$ cat config.mk
export PLATFORM = sky130hd
export DESIGN_NAME = seg7_scan_decoder
export DESIGN_NICKNAME = d
export VERILOG_FILES = /design/src/rtl/seg7_scan_decoder.sv
export SDC_FILE = /design/constraint.sdc
export NUM_CORES = 1
export LEC_CHECK = 0
export ABC_AREA = 1
export BUFFER_PORTS_ARGS = -buffer_cell sky130_fd_sc_hd__buf_2
export CAP_MARGIN = 20
export CORE_MARGIN = 4
export CORE_UTILIZATION = 32
export CTS_BUF_LIST = sky130_fd_sc_hd__clkbuf_8
export DETAILED_ROUTE_END_ITERATION = 10
export PLACE_DENSITY = 0.47
export SLEW_MARGIN = 20
export SYNTH_ARGS = -nofsm -noshare
export SYNTH_HDL_FRONTEND = slang
export SYNTH_SLANG_ARGS = --single-unit
$ cat constraint.sdc
create_clock -name iCLK -period 3 [get_ports iCLK]
set_clock_uncertainty 0.05 [all_clocks]
set_input_delay 0.9 -clock iCLK [delete_from_list [all_inputs] [get_ports iCLK]]
set_output_delay 0.9 -clock iCLK [all_outputs]
set_load 0.005 [all_outputs]
$ cat src/rtl/seg7_scan_decoder.sv
// Receive-side 7-segment scan decoder: samples a multiplexed active-low segment bus,
// qualifies each digit by stability, decodes it and assembles complete multi-digit frames.
module seg7_scan_decoder #(
    parameter int unsigned NUM_DIGITS    = 4,
    parameter int unsigned STABLE_CYCLES = 8
) (
    input  logic                    iCLK,
    input  logic                    iRST,
    input  logic                    iENABLE,
    input  logic [6:0]              iSEG,
    input  logic [NUM_DIGITS-1:0]   iDIG_EN,
    output logic [4*NUM_DIGITS-1:0] oVALUE,
    output logic [NUM_DIGITS-1:0]   oBLANK,
    output logic [NUM_DIGITS-1:0]   oERR,
    output logic                    oVALID,
    output logic                    oSYNC_ERR
);

    localparam int unsigned IdxW      = (NUM_DIGITS > 1) ? $clog2(NUM_DIGITS) : 1;
    localparam logic [7:0]  StableMax = 8'(STABLE_CYCLES);

    typedef enum logic [1:0] {StIdle, StCount, StHeld} state_e;

    state_e                  state;
    logic [7:0]              cnt;
    logic [6:0]              seg_s;
    logic [NUM_DIGITS-1:0]   dig_s;
    logic [6:0]              trk_seg;
    logic [NUM_DIGITS-1:0]   trk_dig;
    logic [NUM_DIGITS-1:0]   mask;
    logic [4*NUM_DIGITS-1:0] sh_value;
    logic [NUM_DIGITS-1:0]   sh_blank;
    logic [NUM_DIGITS-1:0]   sh_err;

    logic [3:0]              n_act;
    logic [IdxW-1:0]         act_idx;
    logic [3:0]              dec_nib;
    logic                    dec_blank;
    logic                    dec_err;
    logic                    same;
    logic                    reeval;
    logic                    capture;
    logic                    mask_full;
    logic [7:0]              cnt_inc;
    logic [NUM_DIGITS-1:0]   cap_mask;

    always_comb begin
        n_act   = '0;
        act_idx = '0;
        for (int i = 0; i < NUM_DIGITS; i++) begin
            if (!dig_s[i]) begin
                n_act   = n_act + 4'd1;
                act_idx = IdxW'(i);
            end
        end
    end

    always_comb begin
        dec_nib   = 4'h0;
        dec_blank = 1'b0;
        dec_err   = 1'b0;
        case (seg_s)
            7'b1000000: dec_nib = 4'h0;
            7'b1111001: dec_nib = 4'h1;
            7'b0100100: dec_nib = 4'h2;
            7'b0110000: dec_nib = 4'h3;
            7'b0011001: dec_nib = 4'h4;
            7'b0010010: dec_nib = 4'h5;
            7'b0000010: dec_nib = 4'h6;
            7'b1111000: dec_nib = 4'h7;
            7'b0000000: dec_nib = 4'h8;
            7'b0011000: dec_nib = 4'h9;
            7'b0001000: dec_nib = 4'hA;
            7'b0000011: dec_nib = 4'hB;
            7'b1000110: dec_nib = 4'hC;
            7'b0100001: dec_nib = 4'hD;
            7'b0000110: dec_nib = 4'hE;
            7'b0001110: dec_nib = 4'hF;
            7'b1111111: dec_blank = 1'b1;
            default:    dec_err = 1'b1;
        endcase
    end

    assign same      = (seg_s == trk_seg) && (dig_s == trk_dig);
    assign reeval    = (state == StIdle) || !same;
    assign cnt_inc   = cnt + 8'd1;
    assign capture   = iENABLE && (state == StCount) && same && (cnt_inc == StableMax);
    assign mask_full = &mask;
    assign cap_mask  = capture ? (NUM_DIGITS'(1) << act_idx) : '0;

    always_ff @(posedge iCLK) begin
        if (iRST) begin
            // Sample registers start at the idle bus level so no phantom strobes follow reset.
            seg_s     <= '1;
            dig_s     <= '1;
            trk_seg   <= '0;
            trk_dig   <= '0;
            state     <= StIdle;
            cnt       <= '0;
            mask      <= '0;
            sh_value  <= '0;
            sh_blank  <= '0;
            sh_err    <= '0;
            oVALUE    <= '0;
            oBLANK    <= '0;
            oERR      <= '0;
            oVALID    <= 1'b0;
            oSYNC_ERR <= 1'b0;
        end else begin
            seg_s     <= iSEG;
            dig_s     <= iDIG_EN;
            oVALID    <= 1'b0;
            oSYNC_ERR <= 1'b0;
            if (!iENABLE) begin
                state <= StIdle;
                cnt   <= '0;
                mask  <= '0;
            end else begin
                if (mask_full) begin
                    oVALUE <= sh_value;
                    oBLANK <= sh_blank;
                    oERR   <= sh_err;
                    oVALID <= 1'b1;
                    mask   <= cap_mask;
                end else begin
                    mask   <= mask | cap_mask;
                end

                if (capture) begin
                    sh_value[4*act_idx +: 4] <= dec_nib;
                    sh_blank[act_idx]        <= dec_blank;
                    sh_err[act_idx]          <= dec_err;
                end

                if (reeval) begin
                    if (n_act == 4'd1) begin
                        state   <= StCount;
                        cnt     <= 8'd1;
                        trk_seg <= seg_s;
                        trk_dig <= dig_s;
                    end else begin
                        state     <= StIdle;
                        cnt       <= '0;
                        oSYNC_ERR <= (n_act > 4'd1);
                    end
                end else if (state == StCount) begin
                    if (cnt_inc == StableMax) begin
                        state <= StHeld;
                        cnt   <= StableMax;
                    end else begin
                        cnt <= cnt_inc;
                    end
                end
            end
        end
    end

endmodule

# [After elaboration in Yosys (flattened, before gate mapping)]
# Cells that the tools add are included.
[classes] n_shift=3 n_eq_ne=21 addsub=5 n_reduce_logical=19 n_lt_le_gt_ge=3 n_bitwise=3 mux=26
[ops] op="case mux 4 bit (15 select lines)" count=1
[ops] op="equality test 7 bit (second input constant)" count=5
[ops] op="negator 4 -> 34 bit" count=1
[ops] op="variable shift 4 x 34 -> 16 bit (first input constant)" count=1
[ops] op="indexed part select 4 x 34 -> 16 bit" count=1
[ops] op="2-to-1 mux 8 bit" count=3
[ops] op="equality test 7 x 5 -> 1 bit (second input constant)" count=3
[ops] op="equality test 7 x 6 -> 1 bit (second input constant)" count=3
[ops] op="2-to-1 mux 4 bit" count=5
[ops] op="OR reduction 17 bit" count=1
[ops] op="bitwise mux 16 bit" count=1
[ops] op="equality test 7 x 2 -> 1 bit (second input constant)" count=2
[ops] op="equality test 7 x 4 -> 1 bit (second input constant)" count=2
[ops] op="adder 4 x 1 -> 4 bit (second input constant)" count=3
[ops] op="2-to-1 mux 2 bit" count=5
[ops] op="adder 8 x 1 -> 8 bit (second input constant)" count=1
[ops] op="bitwise mux 4 bit" count=2
[ops] op="equality test 8 x 4 -> 1 bit (second input constant)" count=1
[ops] op="2-to-1 mux 1 bit" count=8
[ops] op="equality test 7 x 3 -> 1 bit (second input constant)" count=1
[ops] op="equality test 7 bit" count=1
[ops] op="logical NOT 7 bit" count=1
[ops] op="logical AND 1 bit" count=5
[ops] op="AND reduction 5 bit" count=1
[ops] op="other kinds (19)" count=22
[word_totals] out_inout_bits=26 ff_bits=86

# [Depth between registers and ports, before layout]
# Gate-level depths: netlist of the first run.
[logic_depth] word_depth=10 depth_mapped=17

# [Worst setup path after synthesis of the first run]
# No wires, ideal clock.
[synth_timing] path_type="register to register" from="reg dig_s[1]" to="reg trk_dig[0]" path_stages_with_launch=15 setup_ns=0.113 t_arrival_ns=1.959 synth_period_minus_slack_ns=2.122 n_path_buf=1 setup_slack_ns=0.878 path_cell_list="dfxtp_1 > inv_2 > ha_1 > inv_1 > nand2_1 > nand2_1 > inv_1 > ha_1 > nand2_1 > o21ai_0 > nor3_2 > nand3_2 > buf_4 > nor2_1 > nor2_1"
[synth_between] elab_chain_cells=7 elab_cells_between_ends=11
[synth_rtl] item="start, declared" line_no="27" rtl="logic [NUM_DIGITS-1:0] dig_s;"
[synth_rtl] item="start signal, assigned" line_no="111" rtl="dig_s <= iDIG_EN;"
[synth_rtl] item="2-to-1 mux 4 bit" line_no="51" rtl="if (!dig_s[i]) begin"
[synth_rtl] item="adder 4 x 1 -> 4 bit" line_no="52" rtl="n_act = n_act + 4'd1;"
[synth_rtl] item="2-to-1 mux 4 bit" line_no="51"
[synth_rtl] item="adder 4 x 1 -> 4 bit" line_no="52"
[synth_rtl] item="2-to-1 mux 4 bit" line_no="51"
[synth_rtl] item="equality test 4 x 1 -> 1 bit" line_no="136" rtl="if (n_act == 4'd1) begin"
[synth_rtl] item="AND reduction 3 bit (no source line) (*)"
[synth_rtl] item="end signal, assigned" line_no="140" rtl="trk_dig <= dig_s;"
[synth_rtl] item="end, declared" line_no="29" rtl="logic [NUM_DIGITS-1:0] trk_dig;"
# Mark *: on every way between the ends. The rest lies on a longest branch, timed or not.
# A chain may end at the register's enable or synchronous reset.

# [Worst setup path after layout of the first run]
# Ends and elaborated chain as after synthesis.

==> results.yml, run 1 <==
timing:
  maxSlewViolCount: 0
  min_period_ns: 2.524
  tns_ns: 0
  clock.fmax_mhz: 396.3
  setup_slack_ns: 0.4765
  hold_viol_final: 0
  worst_pin_slew_ns: 0.8673
  grt_setup_unrepaired: "false"
  relSlewSlack_pct: 41.96
  finalCritPeriodShare_pct: 84.12
  setup_viol: 0
yosys:
  yosysSeqAreaShare_pct: 43.13
  syn_nets: 617
  syn_area_um2: 3991
  ys.warnings.count: 0
  ys.flop_type: "dfxtp_1"
  synth_area_per_cell_um2: 6.663
  synth_seq_cells: 86
  synthDistinctLibCells: 28
  synthCells: 599
  async_reset_ff_share_pct: 0
  synth_edf_count: 0
clocking:
  h-tree-depth: 3
  ctsHoldBuffers: 0
  clock_latency_ns: 0.36
  numCtsBuffers: 9
  cts_resized: 0
  clock-sinks: 86
  clkTransAtPathRegs_ns: 0.08
  cts_buffer_depth: 2
  cts-root-buf: "clkbuf_8"
  cts_tree: "done"
  post_cts_buffers: 0
grt:
  antenna_found_initial: 0
  grt_max_degree: 43
  grt_pass1_vias: 3475
  grt_pass1_wl_um: 16130
  grt_util_all_layers_pct: 13.88
  grt-ovfl-total: 0
finish:
  design_area_um2: 4516
  final_cells: 804
  area_delta_synth_final_pct: 13.13
  final_cell_mix: "153 x nand2_1, 122 x nor2_1, 86 x dfxtp_1, 47 x inv_1, 45 x nand3_1"
  final_nets: 649
  drive_gt1_share_pct: 14.62
  antenna_cells: 0
  final_common_cell: "nand2_1"
floorplanning:
  rows: 40
  die_w_um: 119.7
  die-height_um: 119.7
  io-pin-count: 40
  die_area_um2: 14320
  start_util_pct: 32.95
  core-area_um2: 12110
setup_path:
  crit_required_ns: 3.21
  cp.arrival_ns: 2.73
  path_class: "flip-flop to flip-flop"
  timing.rr.end: "trk_dig[0]"
  start_kind: "flip-flop"
  endpoint_kind: "flip-flop"
  worstRegToRegCells: 13
  regToRegStartpoint: "dig_s[1]"
  worst-path-max-fanout: 22
  r2r_slack_ns: 0.48
power:
  p_comb_share_pct: 8.2
  p_int_uw: 1590
  power.leakage_uw: 0.002142
  seqPwrFrac_pct: 55.8
  cellPowerDensity_nw_per_um2: 472.6
  swShare_pct: 25.48
  ir_worst_vdd_mv: 0.3038
  clkPwrFrac_pct: 36.0
  switching_power_uw: 543.8
route:
  wl_met1_um: 4557
  wire_per_inst_um: 11.61
  first_pass_iters: 4
  drt_iter0_drc: 145
  dr_wl_met2_um: 4251
  wl_met3_um: 409
  vias_per_cell: 4.621
  wirelength_um: 9336
  remaining_drc_errors: 0
  via_count: 3715
  ant_nets: 0
  top_layer: "met4"
placed_design:
  gp_congestion: 0.8911
  place_ws_ns: 0.4623
  dp_hpwl_um: 6755
  dp_cells: 788
  portBuffers: 39
  placed_cell_area_um2: 4329
min_path:
  min_from: "sh_blank[3]"
  hold_path_class: "flip-flop to flip-flop"
  whs_path_depth: 2
  hold_end: "sh_blank[3]"
job:
  cap_violations: 0
status:
  status: "finished clean"
[how the worst max path moves through the flow]
stage	from	to	cells after the start
floorplan	dig_s[1]	trk_dig[0]	14
global placement	dig_s[1]	trk_dig[1]	13
detailed placement	dig_s[1]	trk_dig[2]	13
CTS	dig_s[1]	trk_seg[0]	14
global route	dig_s[1]	trk_dig[0]	14
finish	dig_s[1]	trk_dig[0]	13
[cells in the mapped netlist (2+ instances only)]
cell type,n,area (um2)
xor2_1,2,17.52
nor2_1,122,457.9
nand2_2,3,18.77
nor3_1,6,30.03
nor2_2,5,31.28
nor2_4,2,22.52
nand3_1,45,225.2
nand2_1,153,574.3
dfxtp_1,86,1722
o21ai_0,28,140.1
or2_2,12,75.07
nand4_1,6,37.54
a21oi_1,36,180.2
inv_1,46,172.7
o21ai_1,2,10.01
clkbuf_1,15,56.30
ha_1,4,50.05
inv_2,10,37.54
o21a_1,2,15.01
buf_4,4,30.03
nand3_2,3,30.03
[flip-flops by register name (all words and copies together), names as in the netlist]
signal / count
trk_dig: 4
oVALID: 1
oSYNC_ERR: 1
sh_err: 4
sh_blank: 4
sh_value: 16
mask: 4
oERR: 4
oVALUE: 16
seg_s: 7
state: 2
cnt: 8
oBLANK: 4
trk_seg: 7
dig_s: 4
[critical path, stage by stage (launching register included)]
cell and delay (ns):
dfxtp_1 0.40, inv_2 0.07, ha_1 0.31, inv_1 0.06, nand2_1 0.04, nand2_1 0.09, inv_1 0.05, ha_1 0.26
nand2_1 0.06, o21ai_0 0.12, nor3_2 0.24, nand3_2 0.37, nor2_1 0.21, nor2_1 0.06
[cell families (layout without fill, tap and decap cells)]
| kind of cell | Yosys count | in the layout | synth area share, % |
|---|---|---|---|
| AND/OR/NAND/NOR | 359 | 359 | 38.09 |
| AO/OA/AOI/OAI | 70 | 70 | 9.028 |
| XOR/XNOR | 3 | 3 | 0.6584 |
| buffers and inverters | 77 | 114 | 7.837 |
| adder cells (fa/ha/maj) | 4 | 4 | 1.254 |
| flip-flops | 86 | 86 | 43.13 |
[metrics by stage]
stage | total power [uW] | utilization (%) | hold slack, ns
detailed placement | 1395 | 35.74 | 0.4069
finish | 2134 | 37.28 | 0.4198
floorplan | 1350 | - | 0.3797
global route | 2255 | 37.28 | 0.4459
CTS | 2178 | 37.28 | 0.4217
global placement | 1392 | 35.74 | 0.4050
[metal layers]
metal,global-route usage [%],vias to the layer above
li1,-,1947
met1,17.58,1700
met2,22.21,58
met3,4.524,10
met4,4.868,0
met5,0,-
[area by class of cell]
cell class	count	area (um2)
Multi-Input combinational cell	436	1957
Clock buffer	12	165.2
Fill cell	1371	7596
Inverter	56	210.2
Timing Repair Buffer	42	230.2
Tap cell	168	210.2
Sequential cell	86	1722
Clock inverter	4	21.27
[power groups by stage]
| stage | logic (uW) | clock network (uW) | registers (uW) |
|---|---|---|---|
| global placement | 175 | 0 | 1220 |
| floorplan | 139 | 0 | 1210 |
| global route | 208 | 852 | 1200 |
| detailed placement | 178 | 0 | 1220 |
| finish | 175 | 769 | 1190 |
| CTS | 179 | 809 | 1190 |
Power figures use the tool's default switching activity.
==> run 2: changes to the inputs <==
clock period = 2.59 ns   (was 3 ns; I/O delays follow)
==> run 2 against run 1 <==
  * Maximum frequency increased by 8.1%
  * Hold slack got worse by 0.0019 ns
  * Final area increased by 0.75%
  * Clock power increased by 30%
  * Largest power group unchanged
==> results.yml, run 2 (synthesis results as in run 1) <==
status:
  status: "finished clean"
grt:
  antenna_found_initial: 0
  grt_pass1_vias: 3430
  grt-ovfl-total: 0
  grt_pass1_wl_um: 15790
  grt_max_degree: 49
  grt_util_all_layers_pct: 13.63
job:
  cap_violations: 0
clocking:
  cts_buffer_depth: 2
  clkTransAtPathRegs_ns: 0.08
  cts_resized: 0
  clock-sinks: 86
  cts-root-buf: "clkbuf_8"
  h-tree-depth: 3
  cts_tree: "done"
  clock_latency_ns: 0.38
  post_cts_buffers: 0
  ctsHoldBuffers: 0
  numCtsBuffers: 9
route:
  via_count: 3652
  first_pass_iters: 4
  vias_per_cell: 4.525
  wire_per_inst_um: 11.38
  ant_nets: 0
  wirelength_um: 9181
  remaining_drc_errors: 0
  drt_iter0_drc: 166
floorplanning:
  rows: 40
  core-area_um2: 12110
  die-height_um: 119.7
  die_w_um: 119.7
  io-pin-count: 40
  die_area_um2: 14320
  start_util_pct: 32.95
finish:
  fillers: 1353
  multi_input_area_um2: 1957
  drive_gt1_share_pct: 15.02
  fin_util_pct: 37.56
  ff_latch_area_um2: 1722
  design_area_um2: 4549
  final_common_cell: "nand2_1"
  antenna_cells: 0
  reg.largest.list: "oVALUE: 16 flops, sh_value: 16 flops, cnt: 8 flops"
  final_nets: 652
  area_delta_synth_final_pct: 13.98
  final_cell_mix: "153 x nand2_1, 122 x nor2_1, 86 x dfxtp_1, 47 x inv_1, 45 x nand3_1"
placed_design:
  placed_cell_area_um2: 4339
  gp_congestion: 0.8991
  portBuffers: 39
  dp_hpwl_um: 6572
  place_ws_ns: 0.2515
setup_path:
  r2r_slack_ns: 0.26
  cp.arrival_ns: 2.60
  start_kind: "flip-flop"
  path_class: "flip-flop to flip-flop"
  crit_start: "dig_s[1]"
  worst-path-max-fanout: 22
  worstRegToRegCells: 15
  regToRegStartpoint: "dig_s[1]"
  timing.rr.end: "trk_dig[2]"
  crit_end: "trk_dig[2]"
  crit_required_ns: 2.85
  endpoint_kind: "flip-flop"
timing:
  relSlewSlack_pct: 53.75
  worst_pin_slew_ns: 0.6930
  setup_viol: 0
  fin_hold_ws_ns: 0.4179
  hold_viol_final: 0
  grt_setup_unrepaired: "false"
  clock.fmax_mhz: 428.4
  tns_ns: 0
  min_period_ns: 2.334
  setup_slack_ns: 0.2560
  finalCritPeriodShare_pct: 90.12
  maxSlewViolCount: 0
power:
  power.leakage_uw: 0.002160
  ir_worst_vdd_mv: 0.3069
  cellPowerDensity_nw_per_um2: 567.2
min_path:
  hold_path_class: "flip-flop to flip-flop"
  min_from: "sh_blank[3]"
==> run 2: worst max-delay path: stages, from the launching register on <==
cell and delay, ns:
dfxtp_1 0.40, inv_2 0.07, ha_1 0.31, inv_1 0.06, nand2_1 0.04, nand2_1 0.09, inv_1 0.05, ha_1 0.27
nand2_1 0.06, o21ai_0 0.13, nor3_2 0.23, nand3_2 0.09, buf_4 0.21, nand2_1 0.08, nand2_1 0.04, nor2_1 0.10
==> run 2: through the flow <==
| step | std cells | power (uW) |
|---|---|---|
| 2_1_floorplan | 599 | 1564 |
| 3_3_place_gp | 791 | 1614 |
| 3_5_place_dp | 791 | 1617 |
| 4_1_cts | 807 | 2633 |
| 5_1_grt | 807 | 2711 |
| 6_report | 807 | 2581 |
==> run 2: final cells by class <==
type	instances	area share, %
Multi-Input combinational cell	436	43.01
Sequential cell	86	37.84
Timing Repair Buffer	45	5.281
Inverter	56	4.620
Tap cell	168	4.620
Clock buffer	11	3.328
Clock inverter	5	1.293
==> run 2: worst min path at each step <==
stage,to,cells after the start
floorplan,oVALUE[14],2
global placement,sh_value[2],2
detailed placement,sh_err[2],2
CTS,sh_err[2],2
global route,sh_err[2],2
finish,sh_blank[3],2
==> run 2: report_power, final <==
group	internal [uW]	switching (uW)
combinational	70.5	133
sequential	1350	25.8
clock	498	500
total	1920	659
==> run 2: routing by layer <==
layer | GRT usage, % | routed length, um | part of all wire [%] | up-vias
li1 | - | - | - | 1949
met1 | 17.49 | 4635 | 50 | 1646
met2 | 21.68 | 4056 | 44 | 46
met3 | 3.864 | 337 | 3.7 | 11
met4 | 5.297 | 152 | 1.7 | 0
met5 | 0 | 0 | 0 | -
==> run 3: changes to the inputs <==
clock period = 2.44 ns   (was 2.59 ns; I/O delays follow)
==> run 3 against run 2 <==
  * Flip-flop and latch count stayed put
  * Highest routed layer unchanged
  * Worst setup slack better by 0.0050 ns
  * Critical endpoint is now trk_seg[0]
  * Final cell count is 0.62% higher
  * Non-clock buffer count is 5 higher
  * Hold slack worse by 0.0021 ns
  * Die area stayed put
  * Register-to-register slack hardly changed
==> results.yml, run 3 (synthesis results as in run 1) <==
route:
  wire_per_inst_um: 11.56
  remaining_drc_errors: 0
  vias_per_cell: 4.568
  via_count: 3709
  drt_iter0_drc: 124
  ant_nets: 0
  wirelength_um: 9387
  first_pass_iters: 4
power:
  cellPowerDensity_nw_per_um2: 559.6
  power.leakage_uw: 0.002180
  ir_worst_vdd_mv: 0.3368
timing:
  relSlewSlack_pct: 49.14
  setup_viol: 0
  hold_viol_final: 0
  min_period_ns: 2.179
  worst_pin_slew_ns: 0.7621
  finalCritPeriodShare_pct: 89.30
  clock.fmax_mhz: 458.9
  setup_slack_ns: 0.2610
  maxSlewViolCount: 0
grt:
  grt_util_all_layers_pct: 14.20
  grt_pass1_wl_um: 16570
  antenna_found_initial: 0
  grt_max_degree: 38
  grt-ovfl-total: 0
  grt_pass1_vias: 3589
finish:
  final_common_cell: "nand2_1"
  final_nets: 657
  antenna_cells: 0
  area_delta_synth_final_pct: 14.42
  final_cell_mix: "153 x nand2_1, 121 x nor2_1, 85 x dfxtp_1, 50 x inv_1, 45 x nand3_1"
  reg.largest.list: "oVALUE: 16 flops, sh_value: 16 flops, cnt: 8 flops"
  fin_util_pct: 37.71
  design_area_um2: 4567
  drive_gt1_share_pct: 15.68
job:
  cap_violations: 0
floorplanning:
  start_util_pct: 32.95
  die_area_um2: 14320
  rows: 40
  core-area_um2: 12110
  io-pin-count: 40
  die_w_um: 119.7
  die-height_um: 119.7
setup_path:
  endpoint_kind: "flip-flop"
  start_kind: "flip-flop"
  worst-path-max-fanout: 22
  cp.arrival_ns: 2.42
  max_stage_delay_ns: 0.35
  crit_required_ns: 2.68
  slowest_stage: "dfxtp_1"
  path_class: "flip-flop to flip-flop"
  path_cells: "inv_2, ha_4, inv_1, nand2_1, nand2_1, inv_1, ha_1, inv_1, nor2_2, xor2_1, inv_1, nor3_2, nand3_2, buf_12, nand2_1, nand2_1, nor2_1"
placed_design:
  gp_congestion: 0.8271
  place_ws_ns: 0.09751
  placed_cell_area_um2: 4354
  portBuffers: 39
  dp_hpwl_um: 6670
status:
  status: "finished clean"
clocking:
  cts_buffer_depth: 2
  h-tree-depth: 3
  cts-root-buf: "clkbuf_8"
  clkTransAtPathRegs_ns: 0.08
  clock-sinks: 86
  clock_latency_ns: 0.36
  numCtsBuffers: 9
  cts_tree: "done"
min_path:
  hold_path_class: "flip-flop to flip-flop"
==> run 3: cell count changes in the layout (fill, tap and decap cells not counted), sizes merged <==
cell | before | now
bufinv | 1 | 0
buf | 45 | 50
clkinvlp | 1 | 0
inv | 57 | 61
clkinv | 2 | 1
clkbuf | 11 | 10
==> run 3: final timing paths <==
kind / from / endpoint / slack, ns / depth (start not counted)
max reg2reg: dig_s[1] / trk_seg[0] / 0.26 / 17
min reg2reg: sh_blank[0] / sh_blank[0] / 0.42 / 2
max: dig_s[1] / trk_seg[0] / 0.26 / 17
min: sh_blank[0] / sh_blank[0] / 0.42 / 2
==> run 3: final cells by class <==
class / instances / area (um2)
fill: 1383 / 7545
sequential: 86 / 1723
clock buffer: 10 / 137.6
inverter: 56 / 210.2
multi-input combinational: 436 / 1972
timing repair buffer: 50 / 290.3
tap: 168 / 210.2
clock inverter: 6 / 23.77
==> run 3: layer usage <==
| layer | part of all wire, % | global-route usage, % | up-vias |
|---|---|---|---|
| met3 | 4.0 | 4.336 | 16 |
| met1 | 49 | 17.96 | 1679 |
| li1 | - | - | 1955 |
| met2 | 45 | 22.92 | 59 |
| met5 | 0 | 0 | - |
| met4 | 2.1 | 5.011 | 0 |
==> run 3: critical path, delay by kind of cell (launching register included) <==
family        cells  cell delay (ns)
xor+xnor          1             0.15
simple gates      8             0.70
fa+ha+maj         2             0.40
buf+inv           6             0.45
flops             1             0.35
==> run 3: metrics by stage <==
step           power, uW  hold WS (ns)  std cells  TNS (ns)
3_5_place_dp        1718        0.4066        793         0
2_1_floorplan       1660        0.3797        599         0
4_1_cts             2598        0.4234        809         0
6_report            2556        0.4158        812         0
3_3_place_gp        1713        0.4041        793         0
5_1_grt             2712        0.4372        812  -0.07017
==> run 3: power breakdown <==
group / internal [uW] / leakage (uW) / switching [uW]
logic: 88.3 / 0.00138 / 148
registers: 1440 / 0.000698 / 26.9
clock network: 378 / 0.000102 / 478
==> run 3: repair_timing <==
item / in CTS / in global routing
gates resized for setup: 0 / 7
hold buffers: 0 / 0
setup buffers: 0 / 3
setup endpoints to repair: 0 / 11
